File: src/rtl/bcd_disp_pkg.sv
// Shared constants for the BCD display path: digit width, blank/error glyphs
// and the active-low {g,f,e,d,c,b,a} pattern table for decimal digits.
package bcd_disp_pkg;

  localparam int BCD_W = 4;

  localparam logic [6:0] SEG_BLANK = 7'h7F;
  localparam logic [6:0] SEG_ERR   = 7'b0000110;

  localparam logic [6:0] SEG_TABLE [10] = '{
    7'b1000000, 7'b1111001, 7'b0100100, 7'b0110000, 7'b0011001,
    7'b0010010, 7'b0000010, 7'b1111000, 7'b0000000, 7'b0010000
  };

endpackage

File: src/rtl/bcd_to_seg7.sv
// Combinational nibble to active-low segment decoder; non-decimal nibbles show 'E'.
module bcd_to_seg7
  import bcd_disp_pkg::*;
(
  input  logic [BCD_W-1:0] bcd_i,
  output logic [6:0]       seg_n_o
);

  always_comb begin
    seg_n_o = SEG_ERR;
    if (bcd_i <= 4'd9) seg_n_o = SEG_TABLE[bcd_i];
  end

endmodule

File: src/rtl/bcd_seg7_scan.sv
// Multiplexed common-anode display scanner. Incoming words wait in a hold
// register and are committed only at a frame wrap so a frame never mixes values.
module bcd_seg7_scan
  import bcd_disp_pkg::*;
#(
  parameter int DIGITS      = 4,
  parameter int REFRESH_DIV = 1000
) (
  input  logic                      clk,
  input  logic                      rst,
  input  logic [BCD_W*DIGITS-1:0]   bcd_in,
  input  logic                      bcd_valid,
  output logic                      bcd_ready,
  input  logic                      blank_lz,
  output logic [6:0]                seg_n,
  output logic [DIGITS-1:0]         an_n,
  output logic                      frame_done
);

  localparam int CNT_W  = $clog2(REFRESH_DIV);
  localparam int IDX_W  = (DIGITS > 1) ? $clog2(DIGITS) : 1;
  localparam int WORD_W = BCD_W * DIGITS;

  localparam logic [CNT_W-1:0] CNT_LAST = CNT_W'(REFRESH_DIV - 1);
  localparam logic [IDX_W-1:0] IDX_LAST = IDX_W'(DIGITS - 1);

  logic [CNT_W-1:0]  div_cnt_q, div_cnt_d;
  logic [IDX_W-1:0]  digit_idx_q, digit_idx_d;
  logic [WORD_W-1:0] disp_q, disp_d;
  logic [WORD_W-1:0] hold_q, hold_d;
  logic              pending_q, pending_d;
  logic [6:0]        seg_n_q, seg_n_d;
  logic [DIGITS-1:0] an_n_q, an_n_d;
  logic              frame_done_q, frame_done_d;

  logic              tick;
  logic              frame_end;
  logic              xfer;
  logic [BCD_W-1:0]  cur_nib;
  logic              cur_blank;
  logic              higher_zero;
  logic [6:0]        dec_seg;

  assign tick      = (div_cnt_q == CNT_LAST);
  assign frame_end = tick && (digit_idx_q == IDX_LAST);
  assign xfer      = bcd_valid && !pending_q;

  always_comb begin
    div_cnt_d    = tick ? '0 : div_cnt_q + CNT_W'(1);
    digit_idx_d  = digit_idx_q;
    if (tick) digit_idx_d = (digit_idx_q == IDX_LAST) ? '0 : digit_idx_q + IDX_W'(1);
    hold_d       = hold_q;
    disp_d       = disp_q;
    pending_d    = pending_q;
    frame_done_d = frame_end;
    // accept needs ~pending and commit needs pending, so they are exclusive
    if (xfer) begin
      hold_d    = bcd_in;
      pending_d = 1'b1;
    end else if (frame_end && pending_q) begin
      disp_d    = hold_q;
      pending_d = 1'b0;
    end
  end

  // Walk from the top digit down so higher_zero means "this and all higher digits are 0".
  always_comb begin
    cur_nib     = '0;
    cur_blank   = 1'b0;
    higher_zero = blank_lz;
    an_n_d      = '1;
    for (int i = DIGITS - 1; i >= 0; i--) begin
      higher_zero = higher_zero && (disp_q[i*BCD_W +: BCD_W] == '0);
      if (digit_idx_q == IDX_W'(i)) begin
        cur_nib   = disp_q[i*BCD_W +: BCD_W];
        cur_blank = higher_zero && (i != 0);
        an_n_d[i] = cur_blank;
      end
    end
  end

  bcd_to_seg7 u_dec (
    .bcd_i   (cur_nib),
    .seg_n_o (dec_seg)
  );

  assign seg_n_d = cur_blank ? SEG_BLANK : dec_seg;

  always_ff @(posedge clk or posedge rst) begin
    if (rst) begin
      div_cnt_q    <= '0;
      digit_idx_q  <= '0;
      disp_q       <= '0;
      hold_q       <= '0;
      pending_q    <= 1'b0;
      seg_n_q      <= SEG_BLANK;
      an_n_q       <= '1;
      frame_done_q <= 1'b0;
    end else begin
      div_cnt_q    <= div_cnt_d;
      digit_idx_q  <= digit_idx_d;
      disp_q       <= disp_d;
      hold_q       <= hold_d;
      pending_q    <= pending_d;
      seg_n_q      <= seg_n_d;
      an_n_q       <= an_n_d;
      frame_done_q <= frame_done_d;
    end
  end

  assign bcd_ready  = !pending_q;
  assign seg_n      = seg_n_q;
  assign an_n       = an_n_q;
  assign frame_done = frame_done_q;

endmodule

File: config.mk
export PLATFORM = sky130hd
export DESIGN_NAME = bcd_seg7_scan
export DESIGN_NICKNAME = d
export VERILOG_FILES = /design/src/rtl/bcd_disp_pkg.sv /design/src/rtl/bcd_to_seg7.sv /design/src/rtl/bcd_seg7_scan.sv
export SDC_FILE = /design/constraint.sdc
export NUM_CORES = 1
export LEC_CHECK = 0
export CORE_AREA = 3 3 65 112
export DETAILED_ROUTE_END_ITERATION = 6
export DIE_AREA = 0 0 68 115
export PLACE_DENSITY = 0.72
export SLEW_MARGIN = 10
export SYNTH_ARGS = -nofsm -noshare
export SYNTH_HDL_FRONTEND = slang
export SYNTH_HIERARCHICAL = 1
export SYNTH_SLANG_ARGS = --single-unit
File: constraint.sdc
create_clock -name clk -period 2 [get_ports clk]
set_input_delay 0.4 -clock clk [delete_from_list [all_inputs] [get_ports clk]]
set_output_delay 0.4 -clock clk [all_outputs]
set_load 0.01 [all_outputs]
# After elaboration in Yosys (flattened, before gate mapping)
# Memory sizes are Yosys's and may differ from the RTL's.
# Cells that the tools add are included.
dict set report totals {
  register_bits 57
  romBits 112
  in_bits 20
  out_inout_bits 13
  elab_cells 52
  memories 1
}
# memory words word_bits rd rd_clocked_by_memory_dff wr line_no
set mem_list {}
lappend mem_list {{(name not given)} 16 7 1 0 0 bcd_to_seg7.sv:11} ;# if (bcd_i <= 4'd9) seg_n_o = SEG_TABLE[bcd_i];
dict set report op_classes {
  n_addsub 2
  magnitude_cmp 2
  eq_ne 4
  n_mux 20
  bitwise_logic 2
  n_reduce_logical 13
}
# operator n
set ops {}
lappend ops {{two-way mux 7 bit} 4}
lappend ops {{two-way mux 4 bit} 4}
lappend ops {{logical NOT 4 bit} 3}
lappend ops {{adder 10 x 1 -> 10 bit (second input constant)} 1}
lappend ops {{== test 10 bit (second input constant)} 1}
lappend ops {{two-way mux 1 bit} 10}
lappend ops {{two-way mux 10 bit} 1}
lappend ops {{logical AND 1 bit} 6}
lappend ops {{>= comparator 5 bit (second input constant)} 1}
lappend ops {{NOT 4 -> 5 bit} 1}
lappend ops {{== test 2 bit (second input constant)} 2}
lappend ops {{<= comparator 4 bit (second input constant)} 1}
lappend ops {{adder 2 x 1 -> 2 bit (second input constant)} 1}
lappend ops {{== test 2 x 1 -> 1 bit (second input constant)} 1}
lappend ops {{logical NOT 2 bit} 1}
lappend ops {{two-way mux 2 bit} 1}
lappend ops {{AND reduction 2 bit} 1}
lappend ops {{nonzero test 2 bit} 1}
lappend ops {{logical NOT 1 bit} 1}
lappend ops {{NOT 1 bit} 1}

# Longest topological paths before layout
# Gate-level depths: netlist of run 1.
dict set report depth {
  word_depth 11
  depth_mapped 12
  depth_no_buf 11
}

# Modules after synthesis
# The synthesis of run 1 kept the hierarchy.
# module instances cells_each area_each_um2 seq_area_each_um2
set by_module_without_submodules {}
lappend by_module_without_submodules {bcd_seg7_scan 1 203 2499.9 1440.1}
lappend by_module_without_submodules {bcd_to_seg7 1 27 240.2 0.0}

# Least setup slack after synthesis of run 1
# Ideal clock, no wire load.
dict set report synth_timing {
  path_type {reg-to-reg}
  from {reg digit_idx_q[0]}
  to {reg seg_n_q[3] (netlist: seg_n[3])}
  setup_ns 0.091
  t_arrival_ns 1.950
  required_ns 1.909
  slack_ns -0.041
  stages_incl_launch_ff 13
  path_buffers 1
  synth_period_minus_slack_ns 2.041
  cell_sequence {dfrtp_1 > inv_1 > ha_1 > clkbuf_1 > a21oi_1 > o21ai_0 > a22o_1 > inv_1 > ha_1 > nand2b_1 > a21oi_1 > inv_1 > o31ai_1}
}
dict set report synth_between {
  elab_chain_len 11
  elab_cells_between_ends 19
  cone_classes {order compare: 1; eq/ne: 3; mux: 12; bitwise: 1; reduce/logical: 1; memory: 1}
}
# item line_no
set synth_lines {}
lappend synth_lines {{start: declaration} bcd_seg7_scan.sv:28} ;# logic [IDX_W-1:0] digit_idx_q, digit_idx_d;
lappend synth_lines {{start signal: assignment} bcd_seg7_scan.sv:101} ;# digit_idx_q <= digit_idx_d;
lappend synth_lines {{== test 2 bit} bcd_seg7_scan.sv:74} ;# if (digit_idx_q == IDX_W'(i)) begin
lappend synth_lines {{two-way mux 4 bit (3 in series)} bcd_seg7_scan.sv:74}
lappend synth_lines {{two-way mux 4 bit *} bcd_seg7_scan.sv:74}
lappend synth_lines {{named net cur_nib[0]} bcd_seg7_scan.sv:39} ;# logic [BCD_W-1:0] cur_nib;
lappend synth_lines {{NOT 4 -> 5 bit (implied by the code)} bcd_to_seg7.sv:11}
lappend synth_lines {{memory read (16 x 7 bit)} n/a}
lappend synth_lines {{two-way mux 7 bit (implied by the code) (2 in series)} bcd_to_seg7.sv:11}
lappend synth_lines {{two-way mux 7 bit *} bcd_to_seg7.sv:11}
lappend synth_lines {{named net dec_seg[3]} bcd_seg7_scan.sv:42} ;# logic [6:0] dec_seg;
lappend synth_lines {{two-way mux 7 bit *} bcd_seg7_scan.sv:87} ;# assign seg_n_d = cur_blank ? SEG_BLANK : dec_seg;
lappend synth_lines {{named net seg_n_d[3]} bcd_seg7_scan.sv:32} ;# logic [6:0] seg_n_q, seg_n_d;
lappend synth_lines {{end signal: assignment} bcd_seg7_scan.sv:105} ;# seg_n_q <= seg_n_d;
lappend synth_lines {{end: declaration} bcd_seg7_scan.sv:32}
# Mark *: on every way through the listed nets, which the timed path passes. The rest lies on a longest branch. The select of a mux whose other input is x is not followed.
# A chain may end at the register's enable or synchronous reset.

# Worst setup path after layout of run 1
dict set report layout_timing {
  from {reg digit_idx_q[0]}
  to {reg seg_n_q[1] (netlist: seg_n[1])}
}
# The elaborated chain is that of the path after synthesis.

==> metrics.md, run 1 <==
| Metric | Value |
|---|---|
| Failing checks | `negative setup slack` |
| Post-synth top flop | `dfrtp_1` |
| Synth unique cells | `40` |
| Sequential share of the synthesized area | `52.6%` |
| Max-cap viol count | `0` |
| Leak pwr | `1.59 nW` |
| Clk pin slew, worst setup/hold paths | `0.05 ns` |
| CTS buffer count | `9` |
| Period Utilization, post-route | `102%` |
| Die area | `0.00782 mm^2` |
| Xor and xnor fraction of the mapped netlist area | `0.959%` |
| R2R depth | `10` |
| DP HPWL | `3690 um` |
| RSZ-0062 raised after global routing | `true` |
| Status | `finished with violations` |
| Vias per cell | `5.09` |
| Final instance area | `0.00372 mm^2` |
| Setup Viol. Count Final | `2` |
| Initial Util | `41.9%` |
| Post-synth ARST share | `100%` |
| Combinational power share | `3.4%` |
| Worst skew pair latency | `0.33 ns` |
| WP data arrival | `2.27 ns` |
| Yosys warnings | `6` |
| Die width | `68 um` |
| Hold-fix buffers, CTS | `0` |
| CP delay by family, top | `simple AND/OR/NAND/NOR gates` |
| Ranking of synthesized cells by area | `dfrtp_1, mux2_2, dfstp_2` |
| Largest net degree at the start of global routing | `58` |
| Top-area cell type share of the netlist area | `42.0%` |
| ANT cells | `0` |
| Gr ovfl total | `0` |
| Final slew viol count | `0` |
| Post-route DRC violation count | `0` |
| Vias in the first global route | `1972` |
| Critical R2R Launch | `digit_idx_q[0]$_DFFE_PP0N_` |
| Worst IR drop on VDD | `0.628 mV` |
| WP depth | `10` |
| Synthesized cell area | `0.00274 mm^2` |
| Hold slack final | `0.438 ns` |
| Synth Net Count | `260` |
| Setup crit start kind | `flip-flop` |
| CP max FO | `4` |
| Number of buffer and inverter stages on the critical path | `2` |
| Fmax | `492 MHz` |
| Routability Congestion | `0.845` |
| Die Y | `115 um` |
| HP Class | `in -> async` |
| Vias | `1858` |
| Post-route antenna net violation count | `0` |
| Post-synthesis mux area share | `14.0%` |
| Share of layout cells above drive strength 1 | `38.5%` |
| # IOs | `33` |
| Final WS setup | `-0.0307 ns` |
| Crit path capture | `seg_n[1]$_DFF_PP1_` |
| EDFF count, synth | `0` |
| First-pass GRT wire length | `8980 um` |
| Placeable core area | `0.00654 mm^2` |
| Switching part of the total power | `18.7%` |
| Total track usage | `15.6%` |
| PwrDens | `797 mW/mm^2` |
| Fin nets | `308` |
| Area Overhead vs Synth | `35.6%` |
| Adder-cell share of the synthesized area | `4.57%` |
| Post-DP Area | `0.00323 mm^2` |
| Initial DRC count | `68` |
| DR WL/cell | `14.8 um` |
| Buffers on Ports | `32` |
| Pint | `2.41 mW` |
| Fraction of the mapped netlist area in simple logic gates | `12.7%` |
| Psw | `0.555 mW` |
| Row count | `39` |
| FILL cells | `560` |
| Clock sinks | `57` |
| Total Wirelength | `5410 um` |
| Clock share of power | `55.7%` |
| Post-synthesis register bit count | `57` |
| CP Capture Type | `flip-flop` |
| CP max-delay cell | `dfrtp_2` |
| Clk root buf | `clkbuf_16` |
| Largest area contributor in the netlist | `dfrtp_1` |
| Largest family of logic cells by synthesized area | `multiplexers` |
| Tmin final | `2.03 ns` |
| Post-Synthesis Cells | `230` |
| Worst reg2reg path endpoint | `seg_n[1]$_DFF_PP1_` |
| Slew @ Worst Pin | `0.595 ns` |
| Data required time at the worst endpoint | `2.23 ns` |
| CP Launch Point | `digit_idx_q[0]$_DFFE_PP0N_` |
| R2r setup slk | `-0.03 ns` |
| Initial antenna violation count | `0` |
| Clock skew | `0.00696 ns` |
| Relative slew slack | `60.3%` |
| H-tree depth | `3` |
| Fin. Hold Viols | `0` |
| Clock buffer depth | `2` |
| Largest stage delay, worst path | `0.42 ns` |
| Average cell area after synthesis | `11.9 um^2` |
| First-pass iteration count of the detailed router | `4` |
| CP Cell Sequence | `ha_2 > nand2_1 > o21ai_0 > a22o_1 > inv_2 > ha_4 > nor3b_4 > nand2b_1 > inv_1 > o31ai_1` |
| Compound-gate portion of the synthesized area | `10.3%` |
| Flop pwr share | `41.0%` |
| CTS tree | `done` |
| Tot Pwr | `2.96 mW` |
| Worst Setup Path Type | `reg -> reg` |
==> sequential cells by signal, summed over array words and instances, names as in the netlist <==
register     count
an_n             4
digit_idx_q      2
disp_q          16
div_cnt_q       10
frame_done       1
hold_q          16
pending_q        1
seg_n            7
==> repair_timing <==
| item | CTS | global route |
|---|---|---|
| cloned | 0 | 0 |
| pin swaps | 0 | 5 |
| endpoints found under the setup margin | 6 | 7 |
| resized for setup | 6 | 25 |
| setup buffers | 0 | 3 |
==> final cells by class <==
cell class / instances / area (um^2) / area share [%]
Clock buffer: 11 / 253 / 6.80
Timing Repair Buffer: 47 / 470 / 12.7
Inverter: 19 / 71.3 / 1.92
Multi-Input combinational cell: 144 / 1300 / 34.9
Clock inverter: 5 / 77.6 / 2.09
Tap cell: 82 / 103 / 2.76
Sequential cell: 57 / 1440 / 38.8
==> cells in the mapped netlist (2+ instances only) <==
library cell,count
o31ai_1,8
mux2_2,34
clkbuf_1,4
o21ai_0,9
dfstp_2,11
nor2_1,5
a21oi_1,13
nor4_1,3
and3_1,2
nand2_1,13
inv_1,19
dfrtp_1,46
nand2b_1,4
nor3_1,2
buf_6,3
or3_1,2
xnor2_1,2
a211oi_1,2
nor3_2,3
nand3_1,7
buf_2,3
a22o_1,4
ha_1,10
nor2b_1,5
==> logic make-up (layout without fill, tap and decap cells) <==
| family | after synthesis | count (layout) |
|---|---|---|
| xor gates and xnor gates | 3 | 3 |
| AOI/OAI and AO/OA | 43 | 43 |
| adders and majority gates | 10 | 10 |
| muxes | 34 | 34 |
| buffers and inverters | 29 | 82 |
| and+or+nand+nor | 54 | 54 |
| DFF | 57 | 57 |
==> cells in the final DEF, fill, tap and decap left out, types with 5 or more instances in the layout <==
cell type | synthesis | routed
clkdlybuf4s50_1 | 0 | 32
mux2_2 | 34 | 34
buf_4 | 0 | 12
nand2_1 | 13 | 13
a21oi_2 | 0 | 5
ha_4 | 0 | 5
dfstp_2 | 11 | 11
o21ai_0 | 9 | 7
nor2_1 | 5 | 5
a21oi_1 | 13 | 8
inv_1 | 19 | 14
clkbuf_16 | 0 | 9
inv_2 | 0 | 5
nand3_1 | 7 | 7
o31ai_1 | 8 | 8
dfrtp_1 | 46 | 44
nor2b_1 | 5 | 5
==> metrics by stage <==
step           utilization (%)  TNS [ns]  setup WS (ns)  std cells
4_1_cts                   54.6         0       0.000344        362
5_1_grt                   56.8    -0.596         -0.163        365
3_3_place_gp              49.3         0         0.0285        346
2_1_floorplan                -         0         0.0138        230
6_report                  56.8   -0.0482        -0.0307        365
3_5_place_dp              49.3    -0.264        -0.0751        346
==> worst min-delay path: stages <==
cell	delay, ns
clkdlybuf4s50_1	0.41
inv_2	0.07
buf_12	0.27
==> layer usage <==
layer	share of wire [%]	global-route usage, %
met5	0	0
met4	3.3	7.04
met3	4.1	5.57
met2	56	27.6
met1	37	15.7
==> power by group through the flow <==
| stage | clock network (mW) | registers, mW | logic (mW) |
|---|---|---|---|
| 4_1_cts | 1.68 | 1.21 | 0.104 |
| 3_3_place_gp | 0 | 1.23 | 0.0996 |
| 3_5_place_dp | 0 | 1.23 | 0.102 |
| 6_report | 1.65 | 1.21 | 0.0997 |
| 5_1_grt | 1.74 | 1.22 | 0.113 |
| 2_1_floorplan | 0 | 1.22 | 0.0507 |
==> worst min-delay path by stage <==
| stage | from | endpoint | slack (ns) | cells after the start |
|---|---|---|---|---|
| after global placement | div_cnt_q[0]$_DFF_PP0_ | div_cnt_q[0]$_DFF_PP0_ | 0.44 | 1 |
| after detailed placement | div_cnt_q[0]$_DFF_PP0_ | div_cnt_q[0]$_DFF_PP0_ | 0.46 | 1 |
| final | rst | div_cnt_q[0]$_DFF_PP0_ | 0.44 | 3 |
| after global routing | rst | div_cnt_q[0]$_DFF_PP0_ | 0.48 | 3 |
| after CTS | rst | div_cnt_q[0]$_DFF_PP0_ | 0.46 | 3 |
| after floorplan | div_cnt_q[0]$_DFF_PP0_ | div_cnt_q[0]$_DFF_PP0_ | 0.43 | 1 |
No activity file was read; power rests on OpenSTA's default activity.
==> run 2, diff against run 1 <==
--- a/config.mk
+++ b/config.mk
@@ -6,8 +6,10 @@
 export NUM_CORES = 1
 export LEC_CHECK = 0
 export CORE_AREA = 3 3 65 112
+export CTS_CLUSTER_DIAMETER = 60
 export DETAILED_ROUTE_END_ITERATION = 6
 export DIE_AREA = 0 0 68 115
+export GPL_TIMING_DRIVEN = 0
 export PLACE_DENSITY = 0.72
 export SLEW_MARGIN = 10
 export SYNTH_ARGS = -nofsm -noshare
==> metrics.md, run 2 (synthesis gave the netlist of run 1 again) <==
| Metric | Value |
|---|---|
| FILL cells | `569` |
| Clk root buf | `clkbuf_16` |
| Routability Congestion | `0.855` |
| First-pass GRT wire length | `8980 um` |
| DP HPWL | `3690 um` |
| ANT cells | `0` |
| Die width | `68 um` |
| Setup Viol. Count Final | `4` |
| Biggest regs | `disp_q x16, hold_q x16, div_cnt_q x10` |
| Final instance area | `0.00371 mm^2` |
| CP delay by family, top | `compound AO/OA/AOI/OAI gates` |
| Failing checks | `negative setup slack` |
| Max-cap viol count | `0` |
| First-pass iteration count of the detailed router | `4` |
| Status | `finished with violations` |
| WP depth | `12` |
| Clock sinks | `57` |
| CP Capture Type | `flip-flop` |
| Slew @ Worst Pin | `0.578 ns` |
| Hold-fix buffers, CTS | `0` |
| Final WS setup | `-0.0364 ns` |
| Vias per cell | `5.18` |
| Total Wirelength | `5360 um` |
| Tot Pwr | `2.84 mW` |
| Commonest non-fill, non-tap cell in the layout | `dfrtp_1` |
| Largest net degree at the start of global routing | `39` |
| Clock skew | `0.00772 ns` |
| DR WL/cell | `14.5 um` |
| Post-DP Area | `0.00318 mm^2` |
| Die area | `0.00782 mm^2` |
| Tmin final | `2.04 ns` |
| WP data arrival | `2.27 ns` |
| Worst Setup Path Type | `reg -> reg` |
| Post-layout util | `56.7%` |
| Die Y | `115 um` |
| Gr ovfl total | `0` |
| Share of layout cells above drive strength 1 | `38.3%` |
| CP Cell Sequence | `inv_2 > ha_4 > buf_8 > buf_4 > a21oi_2 > o21ai_1 > a22o_1 > buf_6 > nand2b_1 > a21oi_1 > inv_1 > o31ai_1` |
| CP max-delay cell | `dfrtp_2` |
| Data required time at the worst endpoint | `2.23 ns` |
| Number of buffer and inverter stages on the critical path | `5` |
| Vias | `1911` |
| Post-route antenna net violation count | `0` |
| Hold slack final | `0.382 ns` |
| Relative slew slack | `61.4%` |
| # IOs | `33` |
| R2R depth | `12` |
| Area Overhead vs Synth | `35.3%` |
| CTS tree | `done` |
| Largest stage delay, worst path | `0.42 ns` |
| Leak pwr | `1.60 nW` |
| Clock buffer depth | `2` |
| RSZ-0062 raised after global routing | `true` |
| Buffers on Ports | `32` |
| CP max FO | `8` |
| Worst IR drop on VDD | `0.531 mV` |
| PwrDens | `767 mW/mm^2` |
| Post-route DRC violation count | `0` |
| Fmax | `491 MHz` |
| HP Class | `in -> async` |
| Most frequent cells in the layout | `dfrtp_1, mux2_2, clkdlybuf4s50_1` |
| Initial antenna violation count | `0` |
| Setup crit start kind | `flip-flop` |
| Initial DRC count | `83` |
| Initial Util | `41.9%` |
| Clk pin slew, worst setup/hold paths | `0.05 ns` |
| Vias in the first global route | `1974` |
| Final slew viol count | `0` |
| Total track usage | `15.7%` |
| Placeable core area | `0.00654 mm^2` |
| Worst skew pair latency | `0.33 ns` |
| Fin nets | `312` |
| H-tree depth | `3` |
| Row count | `39` |
| CTS buffer count | `9` |
| Period Utilization, post-route | `102%` |
| Fin. Hold Viols | `0` |
-- run 2: cell count changes in the layout (fill, tap and decap cells not counted), moves of 2 or more --
cell / change
buf_2: +3
buf_6: +4
buf_4: -4
buf_12: -2
buf_8: +2
clkbuf_1: +3
o21ai_0: -2
-- run 2: area by class of cell --
| type | count | area (um^2) | area share [%] |
|---|---|---|---|
| Tap cell | 82 | 103 | 2.77 |
| Clock inverter | 2 | 35.0 | 0.945 |
| Multi-Input combinational cell | 144 | 1280 | 34.7 |
| Inverter | 19 | 73.8 | 1.99 |
| Timing Repair Buffer | 42 | 405 | 10.9 |
| Buffer | 9 | 88.8 | 2.40 |
| Sequential cell | 57 | 1440 | 38.9 |
| Clock buffer | 14 | 274 | 7.39 |
-- run 2: power breakdown --
group	total (mW)	internal (mW)	switching, mW
clock network	1.53	1.06	0.471
registers	1.21	1.20	0.0194
logic	0.0990	0.0637	0.0353
total	2.84	2.32	0.526
-- run 2: per-stage QoR --
step                setup TNS (ns)  setup slack, ns  instances
floorplan                        0           0.0138        230
global placement            -39.38           -0.720        344
global route                -0.725           -0.142        369
finish                      -0.116          -0.0364        369
CTS                         -0.213          -0.0605        367
detailed placement           -4.48           -0.258        345
-- run 2: final timing paths --
path                                            start                    endpoint  slack (ns)
max                        digit_idx_q[0]$_DFFE_PP0N_          seg_n[0]$_DFF_PP1_       -0.04
min                                               rst      div_cnt_q[4]$_DFF_PP0_        0.38
max reg2reg                digit_idx_q[0]$_DFFE_PP0N_          seg_n[0]$_DFF_PP1_       -0.04
min reg2reg                    div_cnt_q[0]$_DFF_PP0_      div_cnt_q[0]$_DFF_PP0_        0.48
max in group asynchronous                         rst  digit_idx_q[1]$_DFFE_PP0N_        1.08
min in group clk               div_cnt_q[0]$_DFF_PP0_      div_cnt_q[0]$_DFF_PP0_        0.48
-- run 2: metal layers --
metal | share of wire, % | GRT usage (%)
met1 | 36 | 15.4
met3 | 3.8 | 2.44
met2 | 57 | 27.8
met5 | 0 | 0
met4 | 3.2 | 12.0
-- run 2: timing repair --
item,in CTS,in global routing
buffers inserted,7,1
endpoints found under the hold margin,0,0
pin swaps,9,8
endpoints found under the setup margin,16,10
gates cloned,0,1
resized for setup,27,15
-- run 2: worst register-to-register path, cell delays in order, from the launching register on --
cell,delay [ns]
dfrtp_2,0.42
inv_2,0.07
ha_4,0.17
buf_8,0.13
buf_4,0.15
a21oi_2,0.13
o21ai_1,0.08
a22o_1,0.25
buf_6,0.15
nand2b_1,0.15
a21oi_1,0.14
inv_1,0.06
o31ai_1,0.06
